==> config.mk <==
export PLATFORM = sky130hd
export DESIGN_NAME = commit_trace_buffer
export DESIGN_NICKNAME = d
export VERILOG_FILES = /design/src/rtl/commit_trace_buffer.sv
export SDC_FILE = /design/constraint.sdc
export NUM_CORES = 2
export LEC_CHECK = 0
export ABC_AREA = 0
export BUFFER_PORTS_ARGS = -buffer_cell sky130_fd_sc_hd__buf_2
export CORE_UTILIZATION = 49
export CTS_CLUSTER_SIZE = 25
export DETAILED_ROUTE_END_ITERATION = 8
export GPL_TIMING_DRIVEN = 0
export MAX_ROUTING_LAYER = met4
export PLACE_DENSITY = 0.65
export SYNTH_ARGS = -nofsm -noshare
export SYNTH_HDL_FRONTEND = slang
export SYNTH_SLANG_ARGS = --single-unit
==> constraint.sdc <==
create_clock -name clk -period 12.1 [get_ports clk]
set_input_delay 1.815 -clock clk [delete_from_list [all_inputs] [get_ports clk]]
set_output_delay 1.815 -clock clk [all_outputs]
set_load 0.02 [all_outputs]
==> src/rtl/commit_trace_buffer.sv <==
// rtl/commit_trace_buffer.sv - dual-slot retire trace FIFO with drop accounting
// Optional build macro: COMMIT_TRACE_X0_SQUASH_EN (clears write flag for x0 destinations)
module commit_trace_buffer #(
  parameter int DEPTH = 16
) (
  input  logic         clk,
  input  logic         rst_n,
  input  logic [141:0] commit,
  output logic         out_valid,
  input  logic         out_ready,
  output logic [31:0]  out_pc,
  output logic         out_wvalid,
  output logic [4:0]   out_widx,
  output logic [31:0]  out_wdata,
  output logic [15:0]  out_seq,
  output logic         overflow,
  output logic [15:0]  drop_count
);

  localparam int AW = $clog2(DEPTH);

  logic [AW-1:0] rptr, wptr;
  logic [AW:0]   count;
  logic [15:0]   seq_cnt;
  logic [85:0]   mem [DEPTH];

  logic        v1, v2, s1_wv, s2_wv;
  logic [69:0] e1, e2, first_e;
  logic [1:0]  n_req, n_push;
  logic [AW:0] free_slots;
  logic        drop, pop;
  logic [85:0] head;

  assign v1 = commit[141];
  assign v2 = commit[70];

`ifdef COMMIT_TRACE_X0_SQUASH_EN
  assign s1_wv = commit[108] & (commit[107:103] != 5'd0);
  assign s2_wv = commit[37] & (commit[36:32] != 5'd0);
`else
  assign s1_wv = commit[108];
  assign s2_wv = commit[37];
`endif

  assign e1      = {commit[140:109], s1_wv, commit[107:103], commit[102:71]};
  assign e2      = {commit[69:38], s2_wv, commit[36:32], commit[31:0]};
  assign first_e = v1 ? e1 : e2;

  // Free space is judged on start-of-cycle occupancy; a cycle is pushed whole or not at all.
  assign n_req      = {1'b0, v1} + {1'b0, v2};
  assign free_slots = (AW+1)'(DEPTH) - count;
  assign drop       = (AW+1)'(n_req) > free_slots;
  assign n_push     = drop ? 2'd0 : n_req;

  assign out_valid  = (count != '0);
  assign pop        = out_valid & out_ready;
  assign head       = mem[rptr];

  // Storage is never reset, so outputs are masked while empty.
  assign out_pc     = out_valid ? head[85:54] : 32'd0;
  assign out_wvalid = out_valid ? head[53]    : 1'b0;
  assign out_widx   = out_valid ? head[52:48] : 5'd0;
  assign out_wdata  = out_valid ? head[47:16] : 32'd0;
  assign out_seq    = out_valid ? head[15:0]  : 16'd0;

  always_ff @(posedge clk) begin
    if (n_push != 2'd0) mem[wptr] <= {first_e, seq_cnt};
    if (n_push == 2'd2) mem[wptr + AW'(1)] <= {e2, seq_cnt + 16'd1};
  end

  always_ff @(posedge clk or negedge rst_n) begin
    if (!rst_n) begin
      rptr       <= '0;
      wptr       <= '0;
      count      <= '0;
      seq_cnt    <= '0;
      overflow   <= 1'b0;
      drop_count <= '0;
    end else begin
      if (pop) rptr <= rptr + AW'(1);
      wptr    <= wptr + AW'(n_push);
      count   <= count + (AW+1)'(n_push) - (AW+1)'(pop);
      seq_cnt <= seq_cnt + 16'(n_push);
      if (drop) begin
        overflow <= 1'b1;
        if (drop_count != 16'hFFFF) drop_count <= drop_count + 16'd1;
      end
    end
  end

endmodule

==> impl_metrics.json <==
{
  "outcome": "finished, violations left",
  "violations": "DRC",
  "wl_met2_mm": 115,
  "synth-edff-count": 1376,
  "cts_max_level": 4,
  "n_fill_cell": 11829,
  "yosysMostFrequentCell": "edfxtp_1",
  "grt_pass1_wl_mm": 348,
  "wl_mm": 244,
  "worstPathMaxFanout": 11,
  "fin_crit_ps": 7090,
  "synth.top_cell.area_share_pct": 58.0,
  "clock_latency_ps": 810,
  "cts_resized": 0,
  "top_layer": "met4",
  "io_buffers": 178,
  "grt_overflow": 0,
  "maxSlewHeadroom_pct": 0.871,
  "max-cap-violations": 0,
  "dieArea_um2": 147000,
  "p_leak_uw": 0.0273,
  "hold_path_end": "overflow",
  "power_uw": 17900,
  "r2r-start": "count[0]",
  "r2r_setup_slack_ps": 7050,
  "synthToLayoutAreaGrowth_pct": 13.3,
  "hold_depth": 1,
  "drv_slew": 0,
  "yosysTopAreaCell": "edfxtp_1",
  "post-dp-hpwl_mm": 171,
  "grt_pass1_vias": 51134,
  "whs_ps": 458,
  "num_vias": 52423,
  "yosysSeqAreaShare_pct": 59.6,
  "clockBufferDepth": 3,
  "wl_per_cell_um": 29.7,
  "hold_buffers": 0,
  "drt-met1-wl_mm": 87.5,
  "syn_nets": 5934,
  "fp.dieH_um": 383,
  "yosysWarningCount": 0,
  "hold_class": "flip-flop to flip-flop",
  "cp.required_ps": 10280,
  "drc_errors": 38,
  "synth_area_leaders": "edfxtp_1 58%, mux4_2 11%, a21oi_1 8.1%, nor2_1 5.8%, xnor2_1 2.9%",
  "start_util_pct": 49.5,
  "viasPerCell": 6.38,
  "reg2reg_depth": 17,
  "power.density_nw_per_um2": 222,
  "clk_pin_slew_ps": 70,
  "netlist_area_um2": 71200,
  "cts_tree": "yes",
  "peakVddDrop_v": 0.000190,
  "yosysUniqueCellTypes": 53,
  "synth_common_cells": "1,376 x edfxtp_1, 1,147 x a21oi_1, 1,092 x nor2_1",
  "drtPass1Iterations": 9,
  "place.gp.congestion": 0.919,
  "worst_pin_slew_ps": 1490,
  "root_buffer": "clkbuf_16",
  "rsz0062_at_grt": "false",
  "ios": 249,
  "min_from": "overflow",
  "die_w_um": 383,
  "setup_viol": 0,
  "cts_made_buffers": 155,
  "finalHoldViolCount": 0,
  "crit_type": "flip-flop to primary output",
  "grt_max_degree": 47,
  "placementRows": 139,
  "coreArea_um2": 144000,
  "cts_sinks": 1422,
  "drive_above_1_share_pct": 20.7,
  "groute.usage.overall_pct": 34.1,
  "nets": 6324,
  "end_kind": "primary output",
  "cp-start-kind": "flip-flop",
  "syn_inst": 5767,
  "fmax_mhz": 141,
  "synthArstFlopShare_pct": 3.23,
  "wl_met3_mm": 28.3,
  "avgSynthCellArea_um2": 12.4,
  "ant_nets": 0,
  "grt_antenna_before_repair": 22,
  "drtIter0Drc": 7839,
  "synth_flop_cell": "edfxtp_1",
  "worstPathArrival_ps": 5280,
  "skew_ps": 22.1,
  "ys_ff_latch": 1422,
  "postCtsSetupBuffers": 0,
  "r2r_end": "seq_cnt[12]",
  "final.period_utilization_pct": 58.6
}
[critical path, stage by stage (launching register included)]
cell and delay (ps):
dfrtp_1 460, nor2_1 910, clkbuf_1 1070, clkbuf_1 770, a22oi_1 210, a21oi_1 720
buf_2 300
[routing by layer]
metal	vias up	global-route usage, %
met5	-	-
met1	26024	42.4
met3	764	7.41
met4	0	17.8
met2	3524	52.4
li1	22111	-
[kinds of logic after synthesis]
group / synth area share [%]
AO/OA/AOI/OAI: 11.3
XOR/XNOR: 3.10
multiplexers: 12.2
buffers and inverters: 4.70
flip-flops: 59.6
AND/OR/NAND/NOR: 8.71
adder cells (fa/ha/maj): 0.418
[metrics by stage]
stage	setup TNS (ps)	instance area, um^2	instances	setup slack, ps	utilization [%]
after global routing	0	80700	8196	5110	56.0
final	0	80700	8217	5010	56.1
after floorplan	0	71200	5767	1890	-
after CTS	0	80700	8187	5360	56.0
after detailed placement	0	75800	7903	5740	52.6
after global placement	-1388120	74500	7848	-5850	51.7
[report_power, final]
| part | internal, uW | switching (uW) |
|---|---|---|
| Sequential | 6300 | 188 |
| Clock | 2630 | 2070 |
| Combinational | 2390 | 4340 |
[flip-flops by register name, summed over array words and instances (netlist names)]
| name | flops |
|---|---|
| count | 5 |
| drop_count | 16 |
| mem | 1376 |
| overflow | 1 |
| rptr | 4 |
| seq_cnt | 16 |
| wptr | 4 |
[placed cells by master, fill, tap and decap left out, drive strengths merged, types with 4 or more instances in the layout]
master,instances
nand2b,5
diode,30
and2,5
nor2b,9
nand3,82
dfrtp,46
and4,4
edfxtp,1376
nand2,163
clkinv,71
buf,602
xor2,12
nor2,1172
ha,19
and3,7
a22oi,172
inv,30
clkinvlp,6
nor3,4
xnor2,237
nand4,28
bufinv,10
mux2i,70
a21oi,1217
mux4,344
o21ai,54
mux2,19
clkbuf,494
[cell type report]
class                           instances  area [um^2]  area share [%]
Sequential cell                      1422        42500            52.6
Multi-Input combinational cell       3649        25500            31.6
Clock buffer                          188         4090            5.06
Buffer                                675         3280            4.06
Tap cell                             1903         2380            2.95
Timing Repair Buffer                  233         2000            2.48
Clock inverter                         96          823            1.02
Inverter                               21         78.8          0.0976
Antenna cell                           30         75.1          0.0930
[worst max-delay path by stage]
stage,startpoint,endpoint,slack [ps],cells after the start
final,rptr[1],out_seq[1],5010,6
after global placement,commit[70],mem[4][17],-5850,9
after floorplan,commit[70],mem[8][0],1890,9
after global routing,rptr[1],out_seq[1],5110,6
after detailed placement,commit[70],seq_cnt[12],5740,16
after CTS,rptr[1],out_seq[1],5360,6
No activity file was read; power rests on OpenSTA's default activity.
